`src/rtl/host_cfg_ctrl.sv`:
```
// host_cfg_ctrl: host command/parameter port that stages TFT timing config and commits it at frame start
// Ports: clk, rst_x (async active-low); host bus ce_x/a0/wr_x/dat (async, synchronized here);
// frame_start (commit strobe); cfg_* active configuration; cmd_err one-clk pulse on an unknown command.
module host_cfg_ctrl (
  input  logic       clk,
  input  logic       rst_x,
  input  logic       ce_x,
  input  logic       a0,
  input  logic       wr_x,
  input  logic [7:0] dat,
  input  logic       frame_start,
  output logic [9:0] cfg_hdisp,
  output logic [9:0] cfg_vdisp,
  output logic [7:0] cfg_hbp,
  output logic [7:0] cfg_vbp,
  output logic       cfg_en,
  output logic       cfg_inv,
  output logic       cmd_err
);
  typedef enum logic [1:0] {IDLE, TIMING, DISP} state_t;
  state_t     r_state;
  logic [2:0] r_cnt;
  logic [1:0] r_ce_s, r_wr_s, r_a0_s;
  logic [7:0] r_dat_s1, r_dat_s2;
  logic       r_wr_d, r_pend;
  logic [9:0] r_s_hdisp, r_s_vdisp;
  logic [7:0] r_s_hbp, r_s_vbp;
  logic       r_s_en, r_s_inv;
  logic       w_we;
  // a0/dat are read from the second sync stage, aligned with the wr_x edge seen there
  assign w_we = r_wr_s[1] & ~r_wr_d & ~r_ce_s[1];
  always_ff @(posedge clk or negedge rst_x)
    if (!rst_x) begin
      r_state   <= IDLE;
      r_cnt     <= 3'd0;
      r_ce_s    <= 2'b11;
      r_wr_s    <= 2'b11;
      r_a0_s    <= 2'b00;
      r_dat_s1  <= 8'd0;
      r_dat_s2  <= 8'd0;
      r_wr_d    <= 1'b1;
      r_pend    <= 1'b0;
      r_s_hdisp <= 10'd320;
      r_s_vdisp <= 10'd240;
      r_s_hbp   <= 8'd40;
      r_s_vbp   <= 8'd12;
      r_s_en    <= 1'b0;
      r_s_inv   <= 1'b0;
      cfg_hdisp <= 10'd320;
      cfg_vdisp <= 10'd240;
      cfg_hbp   <= 8'd40;
      cfg_vbp   <= 8'd12;
      cfg_en    <= 1'b0;
      cfg_inv   <= 1'b0;
      cmd_err   <= 1'b0;
    end else begin
      r_ce_s   <= {r_ce_s[0], ce_x};
      r_wr_s   <= {r_wr_s[0], wr_x};
      r_a0_s   <= {r_a0_s[0], a0};
      r_dat_s1 <= dat;
      r_dat_s2 <= r_dat_s1;
      r_wr_d   <= r_wr_s[1];
      cmd_err  <= 1'b0;
      // pending is sampled before this cycle's write, so a coinciding write waits for the next frame
      if (frame_start && r_pend) begin
        cfg_hdisp <= r_s_hdisp;
        cfg_vdisp <= r_s_vdisp;
        cfg_hbp   <= r_s_hbp;
        cfg_vbp   <= r_s_vbp;
        cfg_en    <= r_s_en;
        cfg_inv   <= r_s_inv;
        r_pend    <= 1'b0;
      end
      if (w_we && r_a0_s[1]) begin
        case (r_dat_s2)
          8'h40: begin
            r_state <= TIMING;
            r_cnt   <= 3'd0;
          end
          8'h59: begin
            r_state <= DISP;
            r_s_en  <= 1'b1;
          end
          8'h58: begin
            r_s_en  <= 1'b0;
            r_pend  <= 1'b1;
            r_state <= IDLE;
          end
          default: begin
            cmd_err <= 1'b1;
            r_state <= IDLE;
          end
        endcase
      end else if (w_we) begin
        case (r_state)
          TIMING: begin
            case (r_cnt)
              3'd0: r_s_hdisp[7:0] <= r_dat_s2;
              3'd1: r_s_hdisp[9:8] <= r_dat_s2[1:0];
              3'd2: r_s_vdisp[7:0] <= r_dat_s2;
              3'd3: r_s_vdisp[9:8] <= r_dat_s2[1:0];
              3'd4: r_s_hbp        <= r_dat_s2;
              3'd5: r_s_vbp        <= r_dat_s2;
              default: ;
            endcase
            r_cnt <= r_cnt + 3'd1;
            if (r_cnt == 3'd5) begin
              r_pend  <= 1'b1;
              r_state <= IDLE;
            end
          end
          DISP: begin
            r_s_inv <= r_dat_s2[0];
            r_pend  <= 1'b1;
            r_state <= IDLE;
          end
          default: ;
        endcase
      end
    end
endmodule

```
`config.mk`:
```
export PLATFORM = sky130hd
export DESIGN_NAME = host_cfg_ctrl
export DESIGN_NICKNAME = d
export VERILOG_FILES = /design/src/rtl/host_cfg_ctrl.sv
export SDC_FILE = /design/constraint.sdc
export NUM_CORES = 1
export LEC_CHECK = 0
export CORE_MARGIN = 2
export CORE_UTILIZATION = 43
export DETAILED_ROUTE_END_ITERATION = 7
export PLACE_DENSITY = 0.65
export SYNTH_ARGS = -nofsm -noshare
export SYNTH_HDL_FRONTEND = slang
export SYNTH_SLANG_ARGS = --single-unit
```
`constraint.sdc`:
```
create_clock -name clk -period 2.3 [get_ports clk]
set_input_delay 0.23 -clock clk [delete_from_list [all_inputs] [get_ports clk]]
set_output_delay 0.23 -clock clk [all_outputs]
set_load 0.02 [all_outputs]
```
==> results.json <==
{
  "die_w_um": 100,
  "timing.fmax_ghz": 0.509,
  "swShare": 0.209,
  "tns_ns": 0,
  "peakVddDrop_uv": 297,
  "p_per_area_mw_per_mm2": 632,
  "wirelength_mm": 6.63,
  "r2r-start": "r_wr_s[1]",
  "hold_buffers": 1,
  "hold_ws_ns": 0.279,
  "final_area_mm2": 0.00483,
  "cts_buffers": 9,
  "start_kind": "flop",
  "h-tree-depth": 3,
  "gp_congestion": 0.784,
  "grt_pass1_wl_mm": 11.3,
  "clock_skew_ns": 0.0101,
  "dr.first_iter.drc_count": 56,
  "drc": 0,
  "switchingPower_uw": 638,
  "crit_start": "r_wr_s[1]",
  "viasPerCell": 5.00,
  "fin_cells": 420,
  "cts_setup_buffers": 0,
  "cts_resized": 0,
  "rsz0062_at_grt": "false",
  "wl_per_cell_um": 15.8,
  "clkPwrFrac": 0.348,
  "grt_pass1_vias": 2164,
  "root_buffer": "clkbuf_8",
  "synthesis.nets": 264,
  "grt_antenna_before_repair": 0,
  "io_pins": 53,
  "pwr-share-seq": 0.626,
  "hp-start": "ce_x",
  "slowest_delay_ns": 0.56,
  "ff_latch_area_mm2": 0.00268,
  "syn_inst": 243,
  "syn_area_per_cell_um2": 16.3,
  "via_count": 2100,
  "layout_common_cells": "81 x dfrtp_1, 73 x mux2_2, 51 x clkdlybuf4s50_1",
  "n_antenna_cell": 0,
  "period_share": 0.853,
  "clockBufferDepth": 2,
  "crit_family": "simple AND/OR/NAND/NOR gates",
  "worst_pin_slew_ns": 0.522,
  "hpwl_mm": 4.65,
  "cts_num_sinks": 106,
  "slew_viol_final": 0,
  "overflow": 0,
  "worstPathRequired_ns": 2.54,
  "insertion_delay_ns": 0.36,
  "yosysUniqueCellTypes": 33,
  "placed_area_mm2": 0.00465,
  "ys_ff_latch": 106,
  "yosysWarnings": 0,
  "core-area_mm2": 0.00911,
  "hold_viol": 0,
  "antenna_left": 0,
  "syn_area_mm2": 0.00396,
  "drive_above_1_share": 0.401,
  "critPathBufInv": 0,
  "final_common_cell": "dfrtp_1",
  "dr.pass1.iters": 4,
  "clk_pin_slew_worst_paths_ns": 0.09,
  "p_leak_uw": 0.00228,
  "die_h_um": 100,
  "die_area_mm2": 0.0100,
  "path_max_fanout": 8,
  "dp.cells": 405,
  "max_cap_viol_count": 0,
  "hold_path_class": "primary input to flop",
  "grt_usage": 0.148,
  "area_growth_pct": 21.9,
  "min_period_ns": 1.96,
  "grt_max_degree": 52,
  "p_comb_frac": 0.026,
  "outcome": "complete, no violations",
  "cts_tree": "built",
  "end_kind": "flop",
  "postLayoutCoreUtil": 0.530,
  "nets": 327,
  "slew_headroom": 0.652,
  "critical-path-slowest-cell": "dfstp_2",
  "n_fill_cell": 777,
  "crit_type": "flop to flop",
  "start_util": 0.435,
  "multi_input_area_mm2": 0.00123,
  "ys_seq_area_frac": 0.677,
  "portBuffers": 52,
  "worstPathArrival_ns": 2.20,
  "intPower_uw": 2410,
  "num_rows": 35,
  "crit_chain": "or4b_4 > nor3_4 > nand2_2 > mux2_1",
  "final-setup-viol-count": 0
}
-- power by group through the flow --
| stage | sequential [µW] | clock [µW] | combinational, µW |
|---|---|---|---|
| global placement | 1940 | 0 | 82.2 |
| finish | 1910 | 1060 | 80.6 |
| floorplan | 1940 | 0 | 13.5 |
| global route | 1910 | 1180 | 92.9 |
| detailed placement | 1950 | 0 | 83.3 |
| CTS | 1910 | 1100 | 85.0 |
-- flip-flops by register name (all words and copies together), names as in the netlist, 2 cells and up --
name and flops:
r_wr_s 2, r_s_hbp 8, cfg_hbp 8, r_cnt 3
r_s_vdisp 10, r_ce_s 2, r_state 2, cfg_vbp 8
r_s_vbp 8, r_a0_s 2, cfg_vdisp 10, r_dat_s2 8
r_dat_s1 8, r_s_hdisp 10, cfg_hdisp 10
-- through the flow --
step | worst slack, ns | total power (µW)
6_report | 0.337 | 3050
5_1_grt | 0.240 | 3180
2_1_floorplan | 0.482 | 1950
3_5_place_dp | 0.333 | 2030
3_3_place_gp | 0.378 | 2030
4_1_cts | 0.325 | 3100
-- per-layer routing --
| layer | up-vias | wire length [µm] | part of all wire | GRT usage |
|---|---|---|---|---|
| met5 | - | 0 | 0 | 0 |
| met2 | 47 | 2970 | 0.45 | 0.213 |
| met1 | 1065 | 3290 | 0.50 | 0.218 |
| li1 | 981 | - | - | - |
| met4 | 0 | 87 | 0.013 | 0.0516 |
| met3 | 7 | 287 | 0.043 | 0.0425 |
-- synth_stat cells (all sizes together) --
cell,number,area (µm²)
or4,1,11.3
nor3b,1,7.51
nor3,2,21.3
inv,8,30.0
nand2,11,46.3
o21ai,6,30.0
o31ai,1,7.51
nand2b,1,6.26
nand3,2,27.5
a21o,2,15.0
and3,1,6.26
nor2,3,27.5
or3,1,6.26
a32oi,1,8.76
clkbuf,5,18.8
dfrtp,81,2030
a22o,1,8.76
a211oi,1,7.51
dfstp,25,657
buf,1,3.75
or4b,2,23.8
ha,7,87.6
mux2,75,845
nor4,1,6.26
nand4bb,1,11.3
nor2b,1,6.26
nor4b,1,8.76
-- logic make-up after synthesis --
| logic type | synth area share |
|---|---|
| DFF | 0.677 |
| AOI/OAI and AO/OA | 0.0196 |
| buffers and inverters | 0.0133 |
| adders and majority gates | 0.0221 |
| and+or+nand+nor | 0.0546 |
| muxes | 0.213 |
-- path summary, 6_finish.rpt --
path	to	slack, ns	cells after the start
min reg2reg	r_dat_s2[3]	0.35	0
max reg2reg	r_s_vdisp[3]	0.34	4
max	r_s_vdisp[3]	0.34	4
max in group asynchronous	r_s_vbp[2]	1.21	3
min	r_ce_s[0]	0.28	1
min in group asynchronous	cfg_inv	0.39	2
-- cell type report --
| cell class | count | area share |
|---|---|---|
| Sequential cell | 106 | 0.556 |
| Clock inverter | 3 | 0.00881 |
| Inverter | 8 | 0.00622 |
| Timing Repair Buffer | 58 | 0.120 |
| Tap cell | 111 | 0.0287 |
| Clock buffer | 11 | 0.0272 |
| Multi-Input combinational cell | 123 | 0.254 |
Note: power is estimated with default switching activity, not from simulation.
